### src/rtl/pwm_capture_16bits.sv
//------------------------------------------------------------------------------
// Module      : pwm_capture_16bits
// Description : Input capture for a complementary PWM pair. Measures period,
//               high time and A-fall to B-rise dead time in prescaled ticks.
// Revision    : 1.0 - initial release
//------------------------------------------------------------------------------
`default_nettype none

module pwm_capture_16bits #(
    parameter int CNT_WIDTH   = 16,
    parameter int DIV_WIDTH   = 4,
    parameter int SYNC_STAGES = 2
) (
    input  logic                 clk,
    input  logic                 reset,
    input  logic                 cap_onoff,
    input  logic [DIV_WIDTH-1:0] clkdiv,
    input  logic                 clkdiv_onoff,
    input  logic                 int_onoff,
    input  logic                 pwm_in_A,
    input  logic                 pwm_in_B,
    output logic [CNT_WIDTH-1:0] period_out,
    output logic [CNT_WIDTH-1:0] hightime_out,
    output logic [CNT_WIDTH-1:0] deadtime_out,
    output logic                 dead_valid,
    output logic                 valid,
    output logic                 overflow,
    output logic                 interrupt
);

    localparam logic [1:0] c_IDLE = 2'd0;
    localparam logic [1:0] c_ARM  = 2'd1;
    localparam logic [1:0] c_HIGH = 2'd2;
    localparam logic [1:0] c_LOW  = 2'd3;

    localparam logic [CNT_WIDTH-1:0] c_CNT_MAX = '1;

    logic [SYNC_STAGES-1:0] r_a_sync;
    logic [SYNC_STAGES-1:0] r_b_sync;
    logic                   r_a_d;
    logic                   r_b_d;

    logic [DIV_WIDTH-1:0]   r_divcnt;
    logic [1:0]             r_state;
    logic [CNT_WIDTH-1:0]   r_cnt;
    logic [CNT_WIDTH-1:0]   r_dcnt;
    logic [CNT_WIDTH-1:0]   r_hlat;
    logic [CNT_WIDTH-1:0]   r_dlat;
    logic                   r_dseen;

    logic [CNT_WIDTH-1:0]   r_period;
    logic [CNT_WIDTH-1:0]   r_hightime;
    logic [CNT_WIDTH-1:0]   r_deadtime;
    logic                   r_dead_valid;
    logic                   r_valid;
    logic                   r_overflow;
    logic                   r_interrupt;

    logic                   w_a_s;
    logic                   w_b_s;
    logic                   w_a_rise;
    logic                   w_a_fall;
    logic                   w_b_rise;
    logic                   w_tick;
    logic [CNT_WIDTH-1:0]   w_restart;
    logic [CNT_WIDTH-1:0]   w_cnt_inc;
    logic [CNT_WIDTH-1:0]   w_dcnt_inc;

    always_ff @(posedge clk) begin
        if (!reset) begin
            r_a_sync <= '0;
            r_b_sync <= '0;
            r_a_d    <= 1'b0;
            r_b_d    <= 1'b0;
        end else begin
            r_a_sync <= {r_a_sync[SYNC_STAGES-2:0], pwm_in_A};
            r_b_sync <= {r_b_sync[SYNC_STAGES-2:0], pwm_in_B};
            r_a_d    <= r_a_sync[SYNC_STAGES-1];
            r_b_d    <= r_b_sync[SYNC_STAGES-1];
        end
    end

    assign w_a_s    = r_a_sync[SYNC_STAGES-1];
    assign w_b_s    = r_b_sync[SYNC_STAGES-1];
    assign w_a_rise = w_a_s & ~r_a_d;
    assign w_a_fall = ~w_a_s & r_a_d;
    assign w_b_rise = w_b_s & ~r_b_d;

    assign w_tick = !clkdiv_onoff || (r_divcnt == clkdiv);

    // Starting at 1 when every cycle is a tick makes the counts exact;
    // with a real divider the first tick arrives D+1 cycles after the edge.
    assign w_restart  = (clkdiv_onoff && (clkdiv != '0)) ? '0 : {{(CNT_WIDTH-1){1'b0}}, 1'b1};
    assign w_cnt_inc  = (w_tick && (r_cnt  != c_CNT_MAX)) ? r_cnt  + 1'b1 : r_cnt;
    assign w_dcnt_inc = (w_tick && (r_dcnt != c_CNT_MAX)) ? r_dcnt + 1'b1 : r_dcnt;

    always_ff @(posedge clk) begin
        if (!reset) begin
            r_divcnt <= '0;
        end else if (w_a_rise || w_a_fall || !clkdiv_onoff || (r_divcnt == clkdiv)) begin
            r_divcnt <= '0;
        end else begin
            r_divcnt <= r_divcnt + 1'b1;
        end
    end

    always_ff @(posedge clk) begin
        if (!reset) begin
            r_state      <= c_IDLE;
            r_cnt        <= '0;
            r_dcnt       <= '0;
            r_hlat       <= '0;
            r_dlat       <= '0;
            r_dseen      <= 1'b0;
            r_period     <= '0;
            r_hightime   <= '0;
            r_deadtime   <= '0;
            r_dead_valid <= 1'b0;
            r_valid      <= 1'b0;
            r_overflow   <= 1'b0;
            r_interrupt  <= 1'b0;
        end else begin
            r_valid     <= 1'b0;
            r_interrupt <= cap_onoff & r_valid & int_onoff;
            if (!cap_onoff) begin
                r_state <= c_IDLE;
            end else begin
                case (r_state)
                    c_IDLE: r_state <= c_ARM;
                    c_ARM: begin
                        if (w_a_rise) begin
                            r_cnt   <= w_restart;
                            r_state <= c_HIGH;
                        end
                    end
                    c_HIGH: begin
                        if (w_a_fall) begin
                            r_hlat  <= r_cnt;
                            r_cnt   <= w_cnt_inc;
                            r_dcnt  <= w_restart;
                            // A B rise coincident with the A fall is zero dead time
                            r_dlat  <= '0;
                            r_dseen <= w_b_rise;
                            r_state <= c_LOW;
                        end else if (r_cnt == c_CNT_MAX) begin
                            r_overflow <= 1'b1;
                            r_state    <= c_ARM;
                        end else begin
                            r_cnt <= w_cnt_inc;
                        end
                    end
                    c_LOW: begin
                        if (w_a_rise) begin
                            r_period     <= r_cnt;
                            r_hightime   <= r_hlat;
                            if (r_dseen) r_deadtime <= r_dlat;
                            r_dead_valid <= r_dseen;
                            r_valid      <= 1'b1;
                            r_overflow   <= 1'b0;
                            r_cnt        <= w_restart;
                            r_state      <= c_HIGH;
                        end else if ((r_cnt == c_CNT_MAX) || (r_dcnt == c_CNT_MAX)) begin
                            r_overflow <= 1'b1;
                            r_state    <= c_ARM;
                        end else begin
                            r_cnt  <= w_cnt_inc;
                            r_dcnt <= w_dcnt_inc;
                            if (w_b_rise && !r_dseen) begin
                                r_dlat  <= r_dcnt;
                                r_dseen <= 1'b1;
                            end
                        end
                    end
                    default: r_state <= c_IDLE;
                endcase
            end
        end
    end

    assign period_out   = r_period;
    assign hightime_out = r_hightime;
    assign deadtime_out = r_deadtime;
    assign dead_valid   = r_dead_valid;
    assign valid        = r_valid;
    assign overflow     = r_overflow;
    assign interrupt    = r_interrupt;

endmodule

`default_nettype wire
### config.mk
export PLATFORM = sky130hd
export DESIGN_NAME = pwm_capture_16bits
export DESIGN_NICKNAME = d
export VERILOG_FILES = /design/src/rtl/pwm_capture_16bits.sv
export SDC_FILE = /design/constraint.sdc
export NUM_CORES = 1
export LEC_CHECK = 0
export BUFFER_PORTS_ARGS = -buffer_cell sky130_fd_sc_hd__buf_2
export CAP_MARGIN = 0
export CORE_MARGIN = 4
export CORE_UTILIZATION = 50
export CTS_CLUSTER_SIZE = 20
export DETAILED_ROUTE_END_ITERATION = 10
export PLACE_DENSITY = 0.73
export SLEW_MARGIN = 20
export SYNTH_ARGS = -nofsm -noshare
export SYNTH_HDL_FRONTEND = slang
export SYNTH_SLANG_ARGS = --single-unit
### constraint.sdc
create_clock -name clk -period 2.56 [get_ports clk]
set_clock_uncertainty 0.1 [all_clocks]
set_input_delay 0.384 -clock clk [delete_from_list [all_inputs] [get_ports clk]]
set_output_delay 0.384 -clock clk [all_outputs]
set_load 0.02 [all_outputs]
[After elaboration in Yosys (flattened, before gate mapping)]
Cells that the tools add are included.
Widths: inputs -> output; s select.
Word-level totals
  flip-flop bits (word level): 129
  bits of input ports: 11
  output and inout bits: 52
  word-level logic and storage cells: 111
Operators by class
  add/subtract/negate cells: 3
  eq/ne operators: 20
  mux-type cells: 35
  bitwise gates (word level): 9
  reduce and logical (&&, ||, !) cells: 26
Operators with widths (count)
  $mux 16: 14
  $pmux 16 s2: 2
  $pmux 16 s3: 1
  $add 16x1->16 const B: 2
  $eq 16x16->1 const B: 2
  $ne 16x16->1 const B: 2
  $ne 2x2->1 const B: 8
  $ne 3x3->1 const B: 4
  $reduce_and 3->1: 4
  $reduce_and 6->1: 2
  $mux 1: 10
  $mux 2: 5
  $reduce_and 5->1: 2
  $pmux 2 s4: 1
  $and 1x1->1: 5
  $logic_or 1x1->1: 5
  $add 4x1->4 const B: 1
  $eq 2x2->1 const B: 2
  $eq 4x4->1: 1
  $logic_and 1x1->1: 4
  $not 1->1: 4
  $pmux 1 s2: 2
  $reduce_and 4->1: 1
  $reduce_bool 4->1: 1
  other kinds (7): 8

[Depth between registers and ports, before layout]
  word-level depth: 7
  depth in mapped cells: 9
  depth with buffers taken out: 7

[Worst setup path after synthesis]
Ideal clock, no wire load.
  kind: register to register
  start: reg r_cnt[0]
  end: reg r_dcnt[13]
  arrival time: 2.344 ns
  required time: 2.388 ns
  setup slack: 0.044 ns
  stages on the path, launching flop included: 10
  path buffers: 3
  cells stage by stage: dfxtp_1 -> ha_1 -> and3_1 -> and4_1 -> clkbuf_1 -> or4_1 -> buf_2 -> buf_6 -> nor4_1 -> mux2i_1
On the way
  longest elaborated chain between the ends: 4
RTL lines
  start, declared: RTL line 45  | logic [CNT_WIDTH-1:0] r_cnt;
  start signal, assigned: RTL line 132  | r_cnt <= w_restart;
  start signal, assigned: RTL line 139  | r_cnt <= w_cnt_inc;
  start signal, assigned: RTL line 149  | r_cnt <= w_cnt_inc;
  $eq 16x16->1: RTL line 162  | end else if ((r_cnt == c_CNT_MAX) || (r_dcnt == c_CNT_MAX)) begin
  $logic_or 1x1->1: RTL line 162
  $ne 2x2->1 (no line)
  $reduce_and 6->1 (no line)
  end signal, assigned: RTL line 140  | r_dcnt <= w_restart;
  end signal, assigned: RTL line 167  | r_dcnt <= w_dcnt_inc;
  end, declared: RTL line 46  | logic [CNT_WIDTH-1:0] r_dcnt;
Every way passes these cells.
A chain may end at the register's enable or synchronous reset.

[Final worst setup path]
  start: reg r_cnt[0]
  end: reg r_dcnt[9]
The elaborated chain is that of the path after synthesis.

==> results.cfg <==
[timing]
setup_tns_ps = 0
timing.final.crit_share_pct = 98.1
slew_headroom_pct = 53.4
slew_violations = 0
period_minus_slack_ps = 2510
tightest_slew_ps = 690
hold_viol_final = 0
finalSetupViolCount = 0
rsz0062_at_grt = false
max_freq_mhz = 398

[synth]
synthFlopType = dfxtp_1
synth.cell_area_um2 = 5100
synthDistinctLibCells = 45
yosysWarnings = 0
synth-seq-cells = 129
syn-num-nets = 625
async_flop_share_pct = 0
synth_edf_count = 0
yosysSeqAreaShare_pct = 50.6
syn_inst = 609
synth_top_cells_by_area = dfxtp_1 51%, nand2_1 11%, a21oi_1 9.3%
synth_largest_area_cell = dfxtp_1
yosysTopAreaCellShare_pct = 50.6
syn_avg_cell_area_um2 = 8.38

[critical_path]
r2r_slack_ps = 50
critPathLaunch = r_cnt[0]
r2r-end = r_dcnt[9]
start_kind = flip-flop
end_kind = flip-flop
crit_required_ps = 2910
r2r-start = r_cnt[0]
path_class = reg -> reg
crit_end = r_dcnt[9]
cp_data_arrival_time_ps = 2860
reg2reg_depth = 7
worstPathMaxFanout = 13

[finish]
diodes = 0
areaGrowthSynthToFinish_pct = 24.4
final_nets = 697
drive_above_1_share_pct = 20.0
fin_util_pct = 64.4

[drt]
dr.first_iter.drc_count = 297
num_vias = 4640
detail-route-antenna-nets = 0
viasPerCell = 5.61
wl_per_cell_um = 14.5
drt_first_pass_iters = 7
drc_errors = 0
drt-total-wl_um = 12000

[floorplanning]
num_rows = 36
die_y_um = 109
ios = 63
die_area_um2 = 11900
core_um2 = 9860
die_w_um = 109
start_util_pct = 51.7

[global_routing]
grt_pass1_vias = 4296
antenna_found_initial = 0
gr-usage-all-layers_pct = 21.1
grt_max_degree = 66
grt.overflow.total = 0
grt_pass1_wl_um = 20000

[min_path]
hp-class = in -> reg
min-delay-start = int_onoff

[clock_tree]
htree_levels = 4
cts_buffer_depth = 2
clk_pin_slew_worst_paths_ps = 60
clkSinkCount = 129
clockRootBuffer = clkbuf_8
cts_setup_buffers = 0
cts_tree = yes
cts_buffers = 17
clk_latency_ps = 520

[run_status]
status = finished, final reports clean

[placement]
io_buffers = 62
place.gp.congestion = 0.884
hpwl_um = 8240

[pwr]
ir_drop_uv = 460
p_leak_nw = 2.38
power_density_nw_per_um2 = 729

[run]
maxCapViolations = 0
worst max-delay path, stage by stage, from the launching register on:
cell     delay [ps]
dfxtp_1         330
ha_2            200
and3_1          200
and4_2          270
or4_4           550
buf_8           160
or4_4           490
a21oi_2         150
kinds of logic after synthesis:
| family | share of synthesized area, % |
|---|---|
| mux | 0.589 |
| xor+xnor | 1.03 |
| simple gates | 24.6 |
| buf+inv | 3.63 |
| compound gates | 18.3 |
| flops | 50.6 |
| fa+ha+maj | 1.23 |
cells in the mapped netlist, drive strengths merged (2+ instances only):
library cell / n
o211ai: 4
inv: 6
clkbuf: 34
and3: 5
or2: 2
nand4: 8
o41ai: 3
dfxtp: 129
xor2: 5
nand3: 22
mux2i: 3
a22o: 16
o31ai: 10
nand3b: 3
nand2: 149
a21oi: 95
a2111o: 2
or3: 12
a21o: 2
nor4: 7
or4: 12
buf: 6
and2: 9
nand2b: 6
ha: 5
o21ai: 15
nor2: 18
o21a: 2
and4: 7
placed cells by master (no fill, tap or decap), types with 15 or more instances in the layout:
cell type,synthesis,layout
a21oi_1,95,92
a22o_1,16,16
buf_2,4,62
buf_4,0,26
clkbuf_16,0,16
dfxtp_1,129,129
nand2_1,149,149
nand3_1,22,22
nor2_1,18,17
o21ai_0,15,15
per-layer routing:
layer | wire length, um | up-vias | global-route usage (%)
met4 | 111 | 0 | 6.49
met5 | 0 | - | 0
met2 | 5870 | 144 | 33.7
met3 | 770 | 16 | 5.03
li1 | - | 2290 | -
met1 | 5260 | 2190 | 28.3
timing repair:
item | in CTS | in global routing
resized for setup | 6 | 6
pin swaps | 0 | 2
endpoints found under the setup margin | 1 | 22
cloned | 1 | 0
hold endpoints to repair | 2 | 0
hold buffers | 2 | 0
worst min-delay path by stage:
stage	endpoint	slack [ps]	cells past startpoint
finish	interrupt	50	2
global route	interrupt	60	2
CTS	interrupt	40	2
detailed placement	r_a_sync[1]	320	1
global placement	r_b_sync[1]	320	1
floorplan	r_a_sync[1]	310	1
registers in the layout, indices dropped and copies added (netlist names), 2 cells and up:
signal	flops
r_a_sync	2
period_out	16
r_dlat	16
r_state	2
hightime_out	16
r_divcnt	4
deadtime_out	16
r_dcnt	16
r_b_sync	2
r_cnt	16
r_hlat	16
cell type report:
type / count / area (um2)
inverter: 6 / 22.5
clock buffer: 18 / 418
clock inverter: 14 / 203
multi-input combinational: 434 / 2360
timing repair buffer: 93 / 593
sequential: 129 / 2580
tap: 133 / 166
fill: 842 / 3510
through the flow:
stage	setup slack (ps)	cell area (um2)	power, mW	hold WS [ps]	std cells
after floorplan	44.0	5100	2.12	312	609
after global placement	-50.5	5640	2.14	320	792
after detailed placement	-144	5640	2.14	325	792
after CTS	15.7	6330	4.65	35.8	827
after global routing	2.71	6350	4.76	56.6	827
final	49.2	6350	4.63	45.9	827
where the power goes:
group          leakage, nW  internal, mW  total (mW)  switching (mW)
clock network        0.301          1.60        2.52           0.923
logic                 1.04        0.0274      0.0836          0.0562
registers             1.04          2.01        2.02         0.00544
total                 2.38          3.64        4.63           0.985
Note: power is estimated with default switching activity, not from simulation.
